$ cat src/rtl/hex_display_sched.sv
// hex_display_sched: arbitrates the five 7-segment digits and ten LEDs between
// the Nios II PIO exports (CPU) and a hardware debug/status requester.
// Ownership changes are rate-limited by a hold counter; force_cpu preempts.
// All pin outputs are registered.
// Optional build macro: HEX_SCHED_BLINK_EN blinks led[9] while debug owns the pins.
module hex_display_sched #(
  parameter int HOLD_CYCLES  = 50_000_000,
  parameter int BLINK_CYCLES = 12_500_000
) (
  input  logic        clk_clk,
  input  logic        reset_reset,
  input  logic [34:0] cpu_hex_in,
  input  logic [9:0]  cpu_led_in,
  input  logic        dbg_req,
  input  logic [34:0] dbg_hex_in,
  input  logic [9:0]  dbg_led_in,
  input  logic        force_cpu,
  output logic        dbg_gnt,
  output logic        owner,
  output logic [6:0]  hex0,
  output logic [6:0]  hex1,
  output logic [6:0]  hex2,
  output logic [6:0]  hex3,
  output logic [6:0]  hex4,
  output logic [9:0]  led
);

  localparam int HOLD_W = (HOLD_CYCLES < 1) ? 1 : $clog2(HOLD_CYCLES + 1);
  localparam logic [HOLD_W-1:0] HOLD_LOAD = HOLD_W'(HOLD_CYCLES - 1);

  // Both periods must be at least one cycle; catch bad overrides at elaboration.
  if (HOLD_CYCLES < 1) begin : g_bad_hold
    $error("hex_display_sched: HOLD_CYCLES must be >= 1");
  end
  if (BLINK_CYCLES < 1) begin : g_bad_blink
    $error("hex_display_sched: BLINK_CYCLES must be >= 1");
  end

  typedef enum logic {
    S_CPU = 1'b0,
    S_DBG = 1'b1
  } state_e;

  state_e            state_q, state_d;
  logic [HOLD_W-1:0] holdCnt_q, holdCnt_d;
  logic [34:0]       hex_q, hexSel;
  logic [9:0]        led_q, ledSel;

`ifdef HEX_SCHED_BLINK_EN
  localparam int BLINK_W = (BLINK_CYCLES < 2) ? 1 : $clog2(BLINK_CYCLES);
  localparam logic [BLINK_W-1:0] BLINK_LAST = BLINK_W'(BLINK_CYCLES - 1);

  logic [BLINK_W-1:0] blinkCnt_q, blinkCnt_d;
  logic               blinkBit_q, blinkBit_d;

  // Blink phase: held cleared (bit on) while the CPU owns, toggles every BLINK_CYCLES in S_DBG.
  always_comb begin
    blinkCnt_d = '0;
    blinkBit_d = 1'b1;
    if (state_q == S_DBG) begin
      if (blinkCnt_q == BLINK_LAST) begin
        blinkCnt_d = '0;
        blinkBit_d = ~blinkBit_q;
      end else begin
        blinkCnt_d = blinkCnt_q + BLINK_W'(1);
        blinkBit_d = blinkBit_q;
      end
    end
  end

  // Blink counter and phase registers.
  always_ff @(posedge clk_clk) begin
    if (reset_reset) begin
      blinkCnt_q <= '0;
      blinkBit_q <= 1'b1;
    end else begin
      blinkCnt_q <= blinkCnt_d;
      blinkBit_q <= blinkBit_d;
    end
  end
`endif

  // Ownership FSM: the hold counter gates voluntary changes, force_cpu bypasses it.
  always_comb begin
    state_d   = state_q;
    holdCnt_d = (holdCnt_q != '0) ? holdCnt_q - HOLD_W'(1) : '0;
    case (state_q)
      S_CPU: begin
        if (dbg_req && !force_cpu && (holdCnt_q == '0)) begin
          state_d   = S_DBG;
          holdCnt_d = HOLD_LOAD;
        end
      end
      S_DBG: begin
        if (force_cpu || (!dbg_req && (holdCnt_q == '0))) begin
          state_d   = S_CPU;
          holdCnt_d = HOLD_LOAD;
        end
      end
      default: begin
        state_d   = S_CPU;
        holdCnt_d = '0;
      end
    endcase
  end

  // Pin source mux driven by the registered owner, so pins trail dbg_gnt by a cycle.
  always_comb begin
    hexSel = cpu_hex_in;
    ledSel = cpu_led_in;
    if (state_q == S_DBG) begin
      hexSel = dbg_hex_in;
      ledSel = dbg_led_in;
`ifdef HEX_SCHED_BLINK_EN
      ledSel[9] = blinkBit_q;
`endif
    end
  end

  // State, hold counter and pin registers; reset blanks the display.
  always_ff @(posedge clk_clk) begin
    if (reset_reset) begin
      state_q   <= S_CPU;
      holdCnt_q <= '0;
      hex_q     <= {35{1'b1}};
      led_q     <= '0;
    end else begin
      state_q   <= state_d;
      holdCnt_q <= holdCnt_d;
      hex_q     <= hexSel;
      led_q     <= ledSel;
    end
  end

  assign dbg_gnt = (state_q == S_DBG);
  assign owner   = (state_q == S_DBG);
  assign hex0    = hex_q[6:0];
  assign hex1    = hex_q[13:7];
  assign hex2    = hex_q[20:14];
  assign hex3    = hex_q[27:21];
  assign hex4    = hex_q[34:28];
  assign led     = led_q;

endmodule

$ cat config.mk
export PLATFORM = sky130hd
export DESIGN_NAME = hex_display_sched
export DESIGN_NICKNAME = d
export VERILOG_FILES = /design/src/rtl/hex_display_sched.sv
export SDC_FILE = /design/constraint.sdc
export NUM_CORES = 1
export LEC_CHECK = 0
export CAP_MARGIN = 20
export CORE_MARGIN = 5
export CORE_UTILIZATION = 42
export CTS_BUF_LIST = sky130_fd_sc_hd__clkbuf_8
export DETAILED_ROUTE_END_ITERATION = 16
export GPL_TIMING_DRIVEN = 1
export PLACE_DENSITY = 0.88
export SYNTH_ARGS = -nofsm -noshare
export SYNTH_HDL_FRONTEND = slang
export SYNTH_SLANG_ARGS = --single-unit
$ cat constraint.sdc
create_clock -name clk_clk -period 2.1 [get_ports clk_clk]
set_input_delay 0.525 -clock clk_clk [delete_from_list [all_inputs] [get_ports clk_clk]]
set_output_delay 0.525 -clock clk_clk [all_outputs]
set_load 0.05 [all_outputs]
# After elaboration in Yosys (flattened, before gate mapping)
# Cells that the tools add are included.
# word_totals
ff_bits	72
latch_bits	0
mem_bits_rw	0
romBits	0
inputBits	94
output_inout_bits	47
word_cells	23
n_memories	0
# op_classes
n_addsub	1
multipliers	0
div_mod_pow	0
order_cmp	0
eq_ne	0
shifts	0
mux	9
bitwise	1
reduce_logical	8
# ops
operator	count
2-to-1 mux 26 bit	3
one-hot mux 26 bit (2 select lines)	1
2-to-1 mux 35 bit	1
zero test 26 bit	1
nonzero test 26 bit	1
subtractor 26 x 1 -> 26 bit (second input constant)	1
2-to-1 mux 10 bit	1
logical AND 1 bit	3
zero test 1 bit	2
2-to-1 mux 1 bit	2
one-hot mux 1 bit (2 select lines)	1
logical OR 1 bit	1
inverter 1 bit	1

# Logic depth before layout (Yosys ltp)
# Gate-level depths: netlist of the first run.
# logic_depth
word_depth	5
ltp_mapped	10
depth_no_buf	8

# Worst setup path before layout of the first run
# No wires, ideal clock.
# synth_path
kind	flip-flop to flip-flop
startpoint	register state_q (netlist: dbg_gnt)
endpoint	register led_q[5] (netlist: led[5])
setup_ps	128
arrival_ps	1889
required_ps	1972
setup_slack_ps	84
stages_incl_launch_ff	6
path_buffers	3
period_less_slack_ps	2016
path_cell_list	dfxtp_1 > clkbuf_1 > clkbuf_1 > buf_2 > mux2i_1 > nor2_1
# synth_between
elab_chain_cells	1
# synth_rtl
item	line	text
from (decl)	44	state_e state_q, state_d;
from (signal assigned)	128	state_q <= state_d;
2-to-1 mux 10 bit	111	if (state_q == S_DBG) begin
to (signal assigned)	131	led_q <= ledSel;
to (decl)	47	logic [9:0] led_q, ledSel;
# No other way between the ends.
# A chain may end at the register's enable or synchronous reset.

# Worst setup path in the final report of the first run
# layout_path
startpoint	register holdCnt_q[0]
endpoint	register holdCnt_q[12]
# layout_between
elab_chain_cells	5
elab_cells_between_ends	10
cone_classes	1 x add/sub; 4 x mux; 5 x reduce/logical
# layout_rtl
item	line	text
from (decl)	45	logic [HOLD_W-1:0] holdCnt_q, holdCnt_d;
from (signal assigned)	129	holdCnt_q <= holdCnt_d;
parallel branches: the longest is 4 deep, another holds subtractor 26 x 1 -> 26 bit	--	
one-hot mux 26 bit (2 select lines) *	87	case (state_q)
# Every way passes the cells marked *.

==> results.py, run 1 <==
metrics = {
    "placed_design": {
        "portBuffers": 140,
        "post-dp-hpwl_mm": 6.146,
        "gp_congestion": 0.7507,
    },
    "layout": {
        "n_antenna_cell": 0,
        "drive_gt1_share_pct": 15.49,
        "final_nets": 530,
        "fill_cells": 482,
        "multi_input_area_sq_um": 1456,
        "ff_latch_area_sq_um": 1444,
        "area_growth_pct": 63.23,
        "utilization_pct": 70.55,
    },
    "synth": {
        "synth_cell_type_count": 36,
        "synthFlopType": "dfxtp_1",
        "syn_area_per_cell_sq_um": 10.41,
        "yosysTopAreaCellShare_pct": 49.08,
        "synth-edff-count": 0,
        "syn_area_sq_um": 2937,
        "yosys_warnings": 0,
        "synth_cells": 282,
        "async_flop_share_pct": 0,
        "yosysSeqAreaShare_pct": 49.08,
        "synth_top_cell_by_area": "dfxtp_1",
        "netlist_top_cells_area": "dfxtp_1 (49%), a211o_1 (10%), nor2b_1 (7.9%), xnor2_1 (5.4%), mux2i_1 (4.1%)",
        "synth_nets": 377,
        "synth-seq-cells": 72,
    },
    "setup_path": {
        "rr_worst_depth": 10,
        "critical-path-top-delay-family": "simple AND/OR/NAND/NOR gates",
        "reg2reg_to": "holdCnt_q[12]",
        "r2r_start": "holdCnt_q[0]",
        "cp.required_ns": 2.34,
        "cp-end-kind": "flop",
        "crit_buf_inv": 3,
        "cp_slowest_cell": "or4b_4",
        "rrSetupSlack_ns": 0.03,
        "path_cells": "inv_1, ha_1, or4b_4, nor2b_4, buf_6, nand3_4, nor3_4, buf_4, a21oi_4, o21ai_0",
        "crit_path_max_fanout": 5,
        "arrival_ns": 2.31,
        "cp-start-kind": "flop",
        "critPathMaxStageDelay_ns": 0.49,
        "critPathKind": "flop to flop",
    },
    "global_routing": {
        "grt_util_met1_pct": 19.75,
        "met3_usage_pct": 8.206,
        "grt_util_all_layers_pct": 19.17,
        "grt_max_degree": 66,
        "use_met2_pct": 34.19,
        "grt_pass1_wl_mm": 12.99,
        "grt_pass1_vias": 2748,
        "grt_overflow": 0,
        "busiest_layer": "met2",
        "antenna_found_initial": 0,
    },
    "cts": {
        "hold_buffers": 0,
        "cts_tree": "yes",
        "cts_root_buf": "clkbuf_8",
        "numClockSinks": 72,
        "worst_skew_pair.late_latency_ns": 0.34,
        "h-tree-depth": 3,
        "cts_buffer_depth": 2,
        "cts_buffers": 9,
        "clk_pin_slew_ns": 0.07,
    },
    "detailed_routing": {
        "num_vias": 2655,
        "wl_mm": 8.456,
        "final_antenna_net_count": 0,
        "drt-initial-drc-count": 79,
        "via_per_inst": 4.963,
        "firstDrtPassIters": 4,
        "route.detailed.drc": 0,
        "wl_per_cell_microns": 15.81,
    },
    "sta": {
        "rsz0062_at_grt": "true",
        "maxSlewHeadroom_pct": 59.13,
        "drv_slew": 0,
        "hold_ws_ns": 0.4697,
        "setup_viol": 0,
        "tightest_slew_ns": 0.6131,
        "hold_viol": 0,
        "period_needed_ns": 2.068,
        "min_period_over_period_pct": 98.50,
        "tns_ns": 0,
        "clock_skew_ns": 0.007929,
        "fmax_mhz": 483.5,
    },
    "die": {
        "rows": 30,
        "die_h_microns": 93.62,
        "ioPinCount": 141,
        "dieArea_sq_um": 8764,
        "core-area_sq_um": 6794,
        "die_w_microns": 93.62,
        "initial_core_util_pct": 43.22,
    },
    "min_path": {
        "holdPathEnd": "holdCnt_q[7]",
        "hp-start": "holdCnt_q[7]",
        "hold_depth": 2,
        "min_path_type": "flop to flop",
    },
    "power_and_ir_drop": {
        "p_leak_nw": 1.897,
        "ir_drop_mv": 0.4757,
        "power.density_nw_per_um2": 1121,
    },
    "run": {
        "cap_violations": 0,
    },
    "status": {
        "status": "completed",
    },
}
## layer usage
layer	vias up	share of wire, %
met5	-	0
met4	0	2.4
met3	16	9.3
met2	108	52
met1	1237	36
li1	1294	-
## repair_timing
item | in CTS | in global routing
gates resized for setup | 5 | 7
gates cloned | 2 | 1
endpoints found under the hold margin | 0 | 0
setup buffers | 4 | 6
pin swaps | 3 | 3
endpoints found under the setup margin | 23 | 26
## kinds of logic (layout without fill, tap and decap cells)
logic type | after synthesis | in the layout | share of synthesized area (%)
fa+ha+maj | 1 | 1 | 0.4260
compound gates | 59 | 62 | 16.28
mux | 12 | 12 | 4.090
simple gates | 95 | 95 | 20.15
xor+xnor | 22 | 22 | 6.561
buf+inv | 21 | 175 | 3.409
flops | 72 | 72 | 49.08
## worst min-delay path, cell delays in order, from the launching register on
cell and delay [ns]:
dfxtp_1 0.31, o41ai_1 0.05, a21oi_1 0.06
## how the worst max path moves through the flow
stage                     cells after the start  slack, ns       endpoint           from
after floorplan                               5       0.08         led[5]        dbg_gnt
after global placement                        5      -0.27   holdCnt_q[2]        dbg_req
after detailed placement                      5      -0.46  holdCnt_q[12]        dbg_req
after CTS                                    10       0.01   holdCnt_q[1]   holdCnt_q[0]
after global routing                          7      -0.06  holdCnt_q[12]  holdCnt_q[10]
final                                        10       0.03  holdCnt_q[12]   holdCnt_q[0]
## synth_stat cells (2+ instances only)
cell and instances:
dfxtp_1 72, nor2b_1 37, a211o_1 35, nor2_1 26
xnor2_1 18, clkbuf_1 13, mux2i_1 12, o21ai_2 10
nor3_1 8, o21ai_0 8, nand2_1 6, xor2_1 4
buf_4 3, a21oi_1 2, buf_2 2, inv_1 2
nor3_4 2, nor4_2 2, or3_1 2, or4_4 2
## registers in the layout, summed over array words and instances (netlist names)
name	count
hex_q	35
holdCnt_q	26
led	10
dbg_gnt	1
## layout make-up
| type | instances | area share (%) |
|---|---|---|
| Clock inverter | 3 | 0.8353 |
| Inverter | 2 | 0.1566 |
| Sequential cell | 72 | 30.12 |
| Multi-Input combinational cell | 192 | 30.38 |
| Clock buffer | 12 | 3.446 |
| Timing Repair Buffer | 158 | 32.55 |
| Tap cell | 96 | 2.506 |
## where the power goes
part / leakage, nW / internal, mW / total [mW] / switching, mW
registers: 0.598 / 1.62 / 1.84 / 0.218
logic: 1.19 / 1.16 / 2.41 / 1.26
clock network: 0.108 / 0.636 / 1.12 / 0.484
total: 1.90 / 3.41 / 5.37 / 1.96
## placed cells by master, fill, tap and decap left out, types with 10 or more instances in the layout
master	instances
xnor2_1	18
nor2_1	26
clkbuf_8	12
a211o_1	35
nor2b_1	36
buf_4	16
mux2i_1	12
dfxtp_1	70
clkdlybuf4s50_1	136
o21ai_2	10
## through the flow
stage | setup WS (ns) | area (sq um) | total power, mW | std cells
final | 0.03156 | 4793 | 5.372 | 535
after global routing | -0.06203 | 4793 | 5.682 | 535
after CTS | 0.01062 | 4721 | 5.099 | 528
after detailed placement | -0.4590 | 4439 | 3.837 | 507
after global placement | -0.2723 | 4439 | 3.748 | 507
after floorplan | 0.08387 | 2937 | 3.269 | 282
No activity file was read; power rests on OpenSTA's default activity.
==> run 2, diff against run 1 <==
--- a/config.mk
+++ b/config.mk
@@ -8,7 +8,7 @@
 export CAP_MARGIN = 20
 export CORE_MARGIN = 5
 export CORE_UTILIZATION = 42
-export CTS_BUF_LIST = sky130_fd_sc_hd__clkbuf_8
+export CTS_BUF_LIST = sky130_fd_sc_hd__clkbuf_4
 export DETAILED_ROUTE_END_ITERATION = 16
 export GPL_TIMING_DRIVEN = 1
 export PLACE_DENSITY = 0.88
==> constraint.sdc (replaced) <==
create_clock -name clk_clk -period 2.1 [get_ports clk_clk]
set_input_delay 0.525 -clock clk_clk [delete_from_list [all_inputs] [get_ports clk_clk]]
set_output_delay 0.525 -clock clk_clk [all_outputs]
set_load 0.1 [all_outputs]
==> results.py, run 2 (synthesized netlist as in run 1, its figures left out) <==
metrics = {
    "layout": {
        "fin_area_sq_um": 4607,
        "largest_reg_flops": 35,
        "regMostFlops": "hex_q",
        "drive_gt1_share_pct": 26.82,
        "final_cell_mix": "clkdlybuf4s50_1 (92), dfxtp_1 (69), buf_4 (60)",
        "layout.cells.most_common": "clkdlybuf4s50_1",
        "fin_cells": 536,
        "n_antenna_cell": 0,
        "area_growth_pct": 56.88,
        "fill_cells": 533,
        "utilization_pct": 67.81,
        "final_nets": 530,
    },
    "die": {
        "core-area_sq_um": 6794,
        "ioPinCount": 141,
        "die_w_microns": 93.62,
        "die_h_microns": 93.62,
        "initial_core_util_pct": 43.22,
        "dieArea_sq_um": 8764,
        "rows": 30,
    },
    "power_and_ir_drop": {
        "ir_drop_mv": 0.5232,
        "p_leak_nw": 1.873,
        "power.density_nw_per_um2": 1127,
        "power.total_mw": 5.192,
    },
    "global_routing": {
        "grt_pass1_wl_mm": 11.87,
        "grt_util_all_layers_pct": 17.34,
        "grt_max_degree": 50,
        "grt_overflow": 0,
        "grt_pass1_vias": 2578,
        "antenna_found_initial": 0,
    },
    "status": {
        "violations": "setup timing",
        "status": "complete, but fails checks",
    },
    "detailed_routing": {
        "wl_per_cell_microns": 15.15,
        "wl_mm": 8.120,
        "num_vias": 2645,
        "via_per_inst": 4.935,
        "route.detailed.drc": 0,
        "firstDrtPassIters": 4,
        "final_antenna_net_count": 0,
        "drt-initial-drc-count": 88,
    },
    "placed_design": {
        "dpl.cell_count": 507,
        "portBuffers": 140,
        "post-dp-hpwl_mm": 5.848,
        "gp_congestion": 0.7550,
        "place_area_sq_um": 4329,
        "place_ws_ns": -0.3547,
    },
    "cts": {
        "cts_root_buf": "clkbuf_4",
        "cts_tree": "yes",
        "h-tree-depth": 3,
        "worst_skew_pair.late_latency_ns": 0.42,
        "hold_buffers": 0,
        "numClockSinks": 72,
        "cts_buffer_depth": 2,
        "clk_pin_slew_ns": 0.11,
        "cts_buffers": 9,
    },
    "min_path": {
        "min_path_type": "input pin to flop",
    },
    "sta": {
        "rsz0062_at_grt": "true",
        "setup_viol": 4,
        "period_needed_ns": 2.114,
        "maxSlewHeadroom_pct": 60.48,
        "drv_slew": 0,
        "fmax_mhz": 473.1,
        "tightest_slew_ns": 0.5907,
        "hold_viol": 0,
        "setup_ws_ns": -0.01375,
        "clock_skew_ns": 0.01520,
        "min_period_over_period_pct": 100.7,
    },
    "setup_path": {
        "cp-start-kind": "flop",
        "cp_slowest_cell": "or4b_4",
        "critical-path-top-delay-family": "simple AND/OR/NAND/NOR gates",
        "cp.required_ns": 2.44,
        "path_cells": "inv_2, ha_4, or4b_4, nor2b_1, buf_4, nand3_4, nor3_4, buf_6, a21oi_2, o21ai_2",
        "critPathMaxStageDelay_ns": 0.46,
        "crit_path_max_fanout": 6,
        "critPathKind": "flop to flop",
        "cp-end-kind": "flop",
        "arrival_ns": 2.46,
        "crit_buf_inv": 3,
    },
    "run": {
        "cap_violations": 0,
    },
}
run 2: metrics by stage:
step,hold WS (ns),setup TNS [ns]
2_1_floorplan,0.4426,0
3_3_place_gp,0.4597,-3.413
3_5_place_dp,0.4786,-4.570
4_1_cts,0.3466,0
5_1_grt,0.3691,-1.634
6_report,0.3900,-0.03865
run 2: path summary, 6_finish.rpt:
path,cells past startpoint,to,startpoint,slack [ns]
hold / removal,2,dbg_gnt,reset_reset,0.39
setup / recovery,10,holdCnt_q[0],holdCnt_q[1],-0.01
hold reg to reg,2,holdCnt_q[7],holdCnt_q[7],0.50
setup reg to reg,10,holdCnt_q[0],holdCnt_q[1],-0.01
run 2: routing by layer:
metal,up-vias,share of wire (%),track usage (%)
li1,1301,-,-
met1,1247,37,18.32
met2,87,52,30.67
met3,10,8.8,7.160
met4,0,1.4,6.498
met5,-,0,0
run 2: timing repair:
| action | in CTS | in global routing |
|---|---|---|
| resized for setup | 6 | 15 |
| endpoints found under the setup margin | 26 | 26 |
| endpoints found under the hold margin | 0 | 0 |
| gates cloned | 0 | 3 |
| pin swaps | 1 | 5 |
| setup buffers | 0 | 10 |
run 2: cell type report:
type | count | area (sq um) | share of cell area, %
sequential | 72 | 1445 | 31.37
inverter | 2 | 7.507 | 0.1630
clock buffer | 9 | 67.56 | 1.467
timing repair buffer | 158 | 1450 | 31.48
multi-input combinational | 192 | 1469 | 31.88
clock inverter | 7 | 47.55 | 1.032
tap | 96 | 120.1 | 2.607
run 2: where the power goes:
group	switching [mW]	total (mW)	internal (mW)
clock	0.501	0.744	0.242
sequential	0.215	1.84	1.62
combinational	1.50	2.61	1.12
total	2.21	5.19	2.98
